**config.mk**
```make
export PLATFORM = sky130hd
export DESIGN_NAME = key_entry_frontend
export DESIGN_NICKNAME = d
export VERILOG_FILES = /design/src/rtl/key_entry_frontend.sv
export SDC_FILE = /design/constraint.sdc
export NUM_CORES = 1
export LEC_CHECK = 0
export CAP_MARGIN = 30
export CORE_UTILIZATION = 35
export DETAILED_ROUTE_END_ITERATION = 7
export GPL_ROUTABILITY_DRIVEN = 0
export GPL_TIMING_DRIVEN = 1
export SLEW_MARGIN = 20
export SYNTH_ARGS = -nofsm -noshare
export SYNTH_HDL_FRONTEND = slang
export SYNTH_SLANG_ARGS = --single-unit
```
**constraint.sdc**
```tcl
create_clock -name clk -period 3.5 [get_ports clk]
set_input_delay 0.875 -clock clk [delete_from_list [all_inputs] [get_ports clk]]
set_output_delay 0.875 -clock clk [all_outputs]
set_load 0.02 [all_outputs]
```
**src/rtl/key_entry_frontend.sv**
```systemverilog
// Key entry front end: conditions four raw buttons (sync, debounce, press
// detect), assembles a KEY_BITS-digit code MSB-first and offers it to the
// lock FSM over a valid/ready handshake, with short-entry and timeout flags.
module key_entry_frontend #(
    parameter int unsigned KEY_BITS        = 4,
    parameter int unsigned DEBOUNCE_CYCLES = 16,
    parameter int unsigned TIMEOUT_CYCLES  = 1000
) (
    input  logic                              clk,
    input  logic                              reset,
    input  logic                              btn_zero_raw,
    input  logic                              btn_one_raw,
    input  logic                              btn_enter_raw,
    input  logic                              btn_clear_raw,
    input  logic                              code_ready,
    output logic [KEY_BITS-1:0]               code,
    output logic                              code_valid,
    output logic [$clog2(KEY_BITS+1)-1:0]     key_count,
    output logic                              digit_strobe,
    output logic                              digit_bit,
    output logic                              short_err,
    output logic                              timeout_err
);

    localparam int unsigned KCW  = $clog2(KEY_BITS + 1);
    localparam int unsigned DCW  = $clog2(DEBOUNCE_CYCLES + 1);
    localparam int unsigned TCW  = $clog2(TIMEOUT_CYCLES + 1);
    localparam int unsigned NBTN = 4;

    typedef enum logic [1:0] {IDLE, COLLECT, FULL, HOLD} state_t;

    logic [NBTN-1:0] raw;
    logic [NBTN-1:0] sync1;
    logic [NBTN-1:0] sync2;
    logic [NBTN-1:0] level;
    logic [NBTN-1:0] press;
    logic [DCW-1:0]  dcnt [NBTN];

    state_t          state;
    logic [TCW-1:0]  tcnt;
    logic            ev_clear;
    logic            ev_enter;
    logic            digit_ev;
    logic            digit_val;
    logic            tmo_hit;
    logic [KEY_BITS-1:0] code_shift;

    // button order: 0=zero, 1=one, 2=enter, 3=clear
    assign raw = {btn_clear_raw, btn_enter_raw, btn_one_raw, btn_zero_raw};

    // Two-flop synchroniser and per-button debounce counter/level
    always_ff @(posedge clk) begin
        if (reset) begin
            sync1 <= '0;
            sync2 <= '0;
            level <= '0;
            for (int i = 0; i < int'(NBTN); i++) begin
                dcnt[i] <= '0;
            end
        end else begin
            sync1 <= raw;
            sync2 <= sync1;
            for (int i = 0; i < int'(NBTN); i++) begin
                if (sync2[i] == level[i]) begin
                    dcnt[i] <= '0;
                end else if (dcnt[i] == DCW'(DEBOUNCE_CYCLES)) begin
                    level[i] <= sync2[i];
                    dcnt[i]  <= '0;
                end else begin
                    dcnt[i] <= dcnt[i] + DCW'(1);
                end
            end
        end
    end

    // Press event: the debounced level is about to rise on this edge
    always_comb begin
        press = '0;
        for (int i = 0; i < int'(NBTN); i++) begin
            press[i] = sync2[i] & ~level[i] & (dcnt[i] == DCW'(DEBOUNCE_CYCLES));
        end
    end

    // simultaneous zero and one cancel each other
    assign ev_clear   = press[3];
    assign ev_enter   = press[2];
    assign digit_ev   = press[0] ^ press[1];
    assign digit_val  = press[1];
    assign tmo_hit    = (tcnt == TCW'(TIMEOUT_CYCLES - 1));
    assign code_shift = {code[KEY_BITS-2:0], digit_val};

    // Entry FSM with registered outputs; priority clear > enter > digit > timeout
    always_ff @(posedge clk) begin
        if (reset) begin
            state        <= IDLE;
            code         <= '0;
            key_count    <= '0;
            code_valid   <= 1'b0;
            digit_strobe <= 1'b0;
            digit_bit    <= 1'b0;
            short_err    <= 1'b0;
            timeout_err  <= 1'b0;
            tcnt         <= '0;
        end else begin
            digit_strobe <= 1'b0;
            digit_bit    <= 1'b0;
            short_err    <= 1'b0;
            timeout_err  <= 1'b0;
            case (state)
                IDLE: begin
                    tcnt <= '0;
                    if (!ev_clear) begin
                        if (ev_enter) begin
                            short_err <= 1'b1;
                        end else if (digit_ev) begin
                            code         <= KEY_BITS'(digit_val);
                            key_count    <= KCW'(1);
                            digit_strobe <= 1'b1;
                            digit_bit    <= digit_val;
                            state        <= COLLECT;
                        end
                    end
                end
                COLLECT, FULL: begin
                    if (ev_clear) begin
                        code      <= '0;
                        key_count <= '0;
                        tcnt      <= '0;
                        state     <= IDLE;
                    end else if (ev_enter) begin
                        tcnt <= '0;
                        if (state == FULL) begin
                            code_valid <= 1'b1;
                            state      <= HOLD;
                        end else begin
                            short_err <= 1'b1;
                            code      <= '0;
                            key_count <= '0;
                            state     <= IDLE;
                        end
                    end else if (digit_ev && state == COLLECT) begin
                        code         <= code_shift;
                        key_count    <= key_count + KCW'(1);
                        digit_strobe <= 1'b1;
                        digit_bit    <= digit_val;
                        tcnt         <= '0;
                        if (key_count == KCW'(KEY_BITS - 1)) begin
                            state <= FULL;
                        end
                    end else if (tmo_hit) begin
                        timeout_err <= 1'b1;
                        code        <= '0;
                        key_count   <= '0;
                        tcnt        <= '0;
                        state       <= IDLE;
                    end else begin
                        tcnt <= tcnt + TCW'(1);
                    end
                end
                HOLD: begin
                    tcnt <= '0;
                    if (code_ready) begin
                        code_valid <= 1'b0;
                        code       <= '0;
                        key_count  <= '0;
                        state      <= IDLE;
                    end
                end
                default: begin
                    state <= IDLE;
                end
            endcase
        end
    end

endmodule
```
==> flow_summary.json, run 1 <==
{
  "crit_path_max_fanout": 9,
  "placed_cell_area_um2": 3107,
  "yosys.area.top_type_share_pct": 26.21,
  "slowest_delay_ns": 0.63,
  "grtUsageTotal_pct": 13.23,
  "wl_um": 4858,
  "clock_latency_ns": 0.31,
  "htree_num_levels": 2,
  "final_nets": 350,
  "synth_top_cell_by_area": "dfxtp_1",
  "antenna_found_initial": 0,
  "clock-sinks": 56,
  "grt_pass1_wl_um": 8811,
  "rsz0062_at_grt": "false",
  "skew_ns": 0.004915,
  "crit_required_ns": 3.72,
  "fillers": 748,
  "hold_viol_final": 0,
  "start_util_pct": 37.12,
  "leakagePower_nw": 1.209,
  "finalSetupViolCount": 0,
  "netlist_area_um2": 2750,
  "worstPathCellList": "inv_1 > ha_1 > nor4bb_1 > nand2_1 > inv_1 > ha_1 > nand2b_1 > nand2_1 > nor3_1 > nor3_1 > a221oi_1",
  "cts_setup_buffers": 0,
  "yosys_warnings": 0,
  "hold_class": "flip-flop to flip-flop",
  "die_h_um": 90.64,
  "core_um2": 7408,
  "peakVddDrop_v": 0.0001774,
  "placementRows": 31,
  "ant_nets": 0,
  "synthFlopType": "dfxtp_1",
  "hp-start": "sync1[0]",
  "drt_first_iter_violations": 107,
  "seq_area_um2": 1321,
  "synth_area_leaders": "dfxtp_1 26%, edfxtp_1 22%, ha_1 10%, nor2_1 6.3%, inv_1 3.5%",
  "ctsHoldBuffers": 0,
  "dr.pass1.iters": 4,
  "cts_tree": "built",
  "areaGrowthSynthToFinish_pct": 16.24,
  "seq_area_frac_synth_pct": 48.04,
  "slew_headroom_pct": 46.80,
  "rr_worst_depth": 11,
  "start_kind": "flip-flop",
  "cpLargestDelayFamily": "simple AND/OR/NAND/NOR gates",
  "synth_cell_types": 40,
  "post-place-ws_ns": 0.5891,
  "cts_root_buffer": "clkbuf_8",
  "slew_viol_final": 0,
  "timing.final.ws_setup_ns": 0.5226,
  "drcViolationCount": 0,
  "port_buffers": 18,
  "finalPower_mw": 1.320,
  "synth_seq_cells": 56,
  "synthTopCellsByCount": "46 x nor2_1, 36 x dfxtp_1, 26 x inv_1",
  "critPathSlowestCell": "nor3_1",
  "clk_pin_slew_worst_paths_ns": 0.09,
  "cellPowerDensity_nw_per_um2": 413.0,
  "grt_start_max_net_pins": 29,
  "clock_path_buffers": 2,
  "yosysMostFrequentCell": "nor2_1",
  "fin_tns_setup_ns": 0,
  "overflow": 0,
  "cts_resized": 0,
  "num_vias": 2023,
  "syn_inst": 281,
  "path_buf_inv": 2,
  "whs_path_depth": 1,
  "reg2reg_slack_ns": 0.52,
  "die_area_um2": 8216,
  "synth_edf_count": 20,
  "layout-drive-gt1-share_pct": 4.037,
  "max-cap-violations": 0,
  "die_w_um": 90.64,
  "status": "finished, final reports clean",
  "io_pins": 19,
  "wl_per_cell_um": 11.54,
  "timing.fmax_mhz": 335.9,
  "whs_ns": 0.4427,
  "grt_pass1_vias": 1942,
  "r2r_start": "dcnt[1][0]",
  "arrival_ns": 3.20,
  "period_minus_slack_ns": 2.977,
  "hold_path_end": "sync2[0]",
  "dpl.hpwl_um": 3584,
  "final_area_um2": 3197,
  "finalCritPeriodShare_pct": 85.07,
  "syn-mean-instance-area_um2": 9.787,
  "multi_input_area_um2": 1376,
  "via_per_inst": 4.805,
  "timing.rr.end": "state[0]",
  "async_reset_ff_share_pct": 0,
  "cts_buffers": 5,
  "tightest_slew_ns": 0.7919,
  "setup.worst_path.end_class": "flip-flop",
  "timing_worst_setup_path_type": "flip-flop to flip-flop",
  "insertedDiodeCount": 0
}
## registers in the layout (all words and copies together), names as in the netlist, 2 cells and up
signal and cells:
tcnt 10, key_count 3, sync1 4, state 2
level 4, code 4, sync2 4, dcnt 20
## worst max path at each step
stage | from | to | slack, ns | depth (start not counted)
after floorplan | dcnt[1][0] | state[1] | 0.87 | 10
after global placement | dcnt[1][0] | state[1] | 0.69 | 10
after detailed placement | dcnt[1][0] | state[1] | 0.59 | 10
after CTS | dcnt[1][0] | state[0] | 0.54 | 11
after global routing | dcnt[1][0] | state[0] | 0.13 | 11
final | dcnt[1][0] | state[0] | 0.52 | 11
## area by class of cell
| type | count | area share (%) |
|---|---|---|
| inverter | 26 | 3.053 |
| tap | 99 | 3.875 |
| sequential | 56 | 41.33 |
| multi-input combinational | 213 | 43.05 |
| clock buffer | 8 | 2.818 |
| timing repair buffer | 19 | 5.871 |
## logic make-up (layout without fill, tap and decap cells)
| kind of cell | Yosys count | in the layout | share of synthesized area (%) |
|---|---|---|---|
| simple gates | 113 | 113 | 21.34 |
| flops | 56 | 56 | 48.04 |
| compound gates | 37 | 37 | 9.236 |
| buf+inv | 31 | 53 | 4.504 |
| fa+ha+maj | 22 | 22 | 10.01 |
| xor+xnor | 20 | 20 | 6.369 |
| other cells | 1 | 20 | 0.1364 |
| mux | 1 | 1 | 0.3640 |
## per-layer routing
layer	vias up	track usage (%)	wire length, um
li1	1029	-	-
met1	944	17.90	2437
met2	39	20.39	2150
met3	11	2.609	163
met4	0	5.780	107
met5	-	0	0
## metrics by stage
stage / std cells / utilization [%]
CTS: 421 / 43.15
floorplan: 300 / -
global placement: 413 / 41.94
global route: 421 / 43.15
detailed placement: 413 / 41.94
finish: 421 / 43.15
## worst reg2reg max path, delay by kind of cell, from the launching register on
family | cells | cell delay (ns)
DFF | 1 | 0.44
adders and majority gates | 2 | 0.30
buffers and inverters | 2 | 0.19
AOI/OAI and AO/OA | 1 | 0.31
and+or+nand+nor | 6 | 1.66
## power by group
part | total (mW) | switching (mW) | internal (mW)
clock network | 0.357 | 0.195 | 0.162
registers | 0.731 | 0.0279 | 0.703
logic | 0.232 | 0.147 | 0.0854
total | 1.32 | 0.370 | 0.950
## layout by cell type, fill, tap and decap left out, types with 3 or more instances in the layout
cell type        synthesis  final
a21oi_1                 13     13
a221o_1                  3      3
and3_1                   4      4
clkbuf_8                 0      6
clkdlybuf4s50_1          0     18
conb_1                   1     20
dfxtp_1                 36     36
edfxtp_1                20     20
ha_1                    22     22
inv_1                   26     26
nand2_1                 10     10
nand2b_1                 3      3
nand3_1                 11     11
nand4_1                  6      6
nor2_1                  46     46
nor2b_1                  9      9
nor3_1                   6      6
nor4_1                   4      4
o21ai_0                  8      8
or3_1                    6      6
xnor2_1                  9      9
xor2_1                  11     11
Power figures use the tool's default switching activity.
==> inputs of run 2 (changes only) <==
--- a/config.mk
+++ b/config.mk
@@ -5,6 +5,7 @@
 export SDC_FILE = /design/constraint.sdc
 export NUM_CORES = 1
 export LEC_CHECK = 0
+export ABC_AREA = 1
 export CAP_MARGIN = 30
 export CORE_UTILIZATION = 35
 export DETAILED_ROUTE_END_ITERATION = 7
==> run 2 against run 1 <==
  * Die area rose by 6.7%
  * Register-to-register slack gained 0.54 ns
  * Wire length shrank 0.43%
  * Clock power rose by 11%
  * First-iteration DRC count decreased by 61%
  * Global-route usage down 0.62 points
  * Utilization fell by 1.5 points
  * Final area up 6.4%
  * Combinational power grew 75%
  * Sequential share of layout area down 2.5 points
  * Non-clock buffer count is the same
  * Sequential power increased by 3.4%
==> flow_summary.json, run 2 <==
{
  "cts_buffers": 5,
  "status": "finished, final reports clean",
  "ctsHoldBuffers": 0,
  "synth_top_family_by_area": "simple AND/OR/NAND/NOR gates",
  "layout-drive-gt1-share_pct": 7.654,
  "start_kind": "flip-flop",
  "final_nets": 433,
  "finalPower_mw": 1.558,
  "insertedDiodeCount": 0,
  "grt_start_max_net_pins": 18,
  "grt_pass1_vias": 2099,
  "fin_tns_setup_ns": 0,
  "synthAdderAreaFrac_pct": 9.370,
  "hold_class": "flip-flop to flip-flop",
  "async_reset_ff_share_pct": 0,
  "grtUsageTotal_pct": 12.62,
  "timing.fmax_mhz": 410.1,
  "overflow": 0,
  "peakVddDrop_v": 0.0001736,
  "leakagePower_nw": 1.494,
  "whs_path_depth": 2,
  "crit_required_ns": 3.75,
  "ant_nets": 0,
  "via_per_inst": 4.314,
  "max-cap-violations": 0,
  "tightest_slew_ns": 0.5093,
  "final_area_um2": 3402,
  "cts_root_buffer": "clkbuf_8",
  "yosysMostFrequentCell": "nor2_1",
  "seq_area_frac_synth_pct": 44.97,
  "skew_ns": 0.004127,
  "synth-xor-area-share_pct": 1.193,
  "die_area_um2": 8764,
  "timing_worst_setup_path_type": "flip-flop to flip-flop",
  "cellPowerDensity_nw_per_um2": 458.1,
  "synth_mux_area_share_pct": 0,
  "cts_tree": "built",
  "io_pins": 19,
  "synth_compound_area_share_pct": 5.877,
  "synth_top_cell_by_area": "dfxtp_1",
  "cts_setup_buffers": 0,
  "crit_path_max_fanout": 5,
  "setup.worst_path.end_class": "flip-flop",
  "regMostFlops": "dcnt",
  "top_regs": "dcnt x20, tcnt x10",
  "die_w_um": 93.62,
  "finalSetupViolCount": 0,
  "synthFlopType": "dfxtp_1",
  "netlist_area_um2": 2938,
  "synthTopCellsByCount": "69 x nor2_1, 62 x inv_1, 47 x nand2_1",
  "yosys_warnings": 0,
  "seq_area_um2": 1321,
  "grt_pass1_wl_um": 8742,
  "clock-sinks": 56,
  "whs_ns": 0.4067,
  "final_cell_mix": "69 x nor2_1, 62 x inv_1, 47 x nand2_1",
  "synth-simple-area-share_pct": 29.05,
  "start_util_pct": 35.94,
  "wl_per_cell_um": 9.484,
  "placed_cell_area_um2": 3299,
  "slew_viol_final": 0,
  "antenna_found_initial": 0,
  "synth_area_leaders": "dfxtp_1 25%, edfxtp_1 20%, ha_1 9.4%, nor2_1 8.8%, inv_1 7.9%",
  "htree_num_levels": 2,
  "num_vias": 2200,
  "cts_resized": 0,
  "final_util_pct": 41.61,
  "areaGrowthSynthToFinish_pct": 15.80,
  "finalCritPeriodShare_pct": 69.67,
  "fillers": 830,
  "drcViolationCount": 0,
  "clock_latency_ns": 0.31,
  "yosys.area.top_type_share_pct": 24.53,
  "dpl.hpwl_um": 3793,
  "synth_seq_cells": 56,
  "hold_viol_final": 0,
  "port_buffers": 18,
  "largest_register_ffs": 20,
  "dr.pass1.iters": 4,
  "clk_pin_slew_worst_paths_ns": 0.10,
  "drt_first_iter_violations": 42,
  "arrival_ns": 2.69,
  "rsz0062_at_grt": "false",
  "die_h_um": 93.62,
  "wl_um": 4837,
  "placementRows": 33,
  "core_um2": 8175,
  "synth_edf_count": 20,
  "syn_inst": 362,
  "rr_worst_depth": 14,
  "clock_path_buffers": 2,
  "layout_commonest_cell": "nor2_1",
  "synth_cell_types": 30,
  "period_minus_slack_ns": 2.439,
  "multi_input_area_um2": 1411,
  "syn-mean-instance-area_um2": 8.116,
  "slew_headroom_pct": 66.01
}
-- run 2: changes by cell type in the layout (fill, tap and decap cells not counted), moves of 6 or more --
cell     previous run  this run
xor2_1             11         2
or3_1               6         0
nand3_1            11        27
xnor2_1             9         2
nand2_1            10        47
nor2b_1             9         0
nor2_1             46        69
inv_1              26        62
-- run 2: power by group --
group	switching [mW]	total [mW]	internal, mW
combinational	0.254	0.407	0.152
clock	0.211	0.396	0.184
sequential	0.0362	0.756	0.720
-- run 2: layout make-up --
cell class              instances  area share (%)
well taps                     105           3.862
repair buffers                 19           5.517
inverters                      66           7.282
clock inverters                 1          0.1471
clock buffers                   7           2.869
flip-flops and latches         56           38.84
multi-input cells             256           41.49
-- run 2: metrics by stage --
step,setup WS (ns),instances
after floorplan,1.540,381
after global placement,0.9346,502
after detailed placement,0.8998,502
after CTS,1.042,510
after global routing,0.6920,510
final,1.061,510
-- run 2: metal layers --
layer | track usage (%) | share of wire (%)
met2 | 21.57 | 46
met1 | 15.76 | 50
met4 | 3.590 | 1.2
met3 | 3.008 | 2.9
met5 | 0 | 0
-- run 2: path summary, 6_finish.rpt --
path / to / slack, ns / from
hold reg to reg: sync2[1] / 0.41 / sync1[1]
setup reg to reg: code[2] / 1.06 / dcnt[1][0]
hold / removal: sync2[1] / 0.41 / sync1[1]
setup / recovery: code[2] / 1.06 / dcnt[1][0]
-- run 2: worst max-delay path, stage by stage (launching register included) --
cell,delay (ns)
edfxtp_1,0.42
inv_1,0.09
ha_1,0.14
nand4_1,0.14
nor2_1,0.28
ha_1,0.29
inv_1,0.09
nand2_1,0.15
inv_1,0.13
nand2_1,0.06
nor2_1,0.22
nand4_1,0.12
nand3_1,0.09
nand2_1,0.06
nor2_1,0.10
-- run 2: cell families (layout without fill, tap and decap cells) --
| family | Yosys count | count (layout) |
|---|---|---|
| flip-flops | 56 | 56 |
| buffers and inverters | 69 | 93 |
| AND/OR/NAND/NOR | 178 | 178 |
| other | 1 | 20 |
| adder cells (fa/ha/maj) | 22 | 22 |
| AO/OA/AOI/OAI | 32 | 32 |
| XOR/XNOR | 4 | 4 |
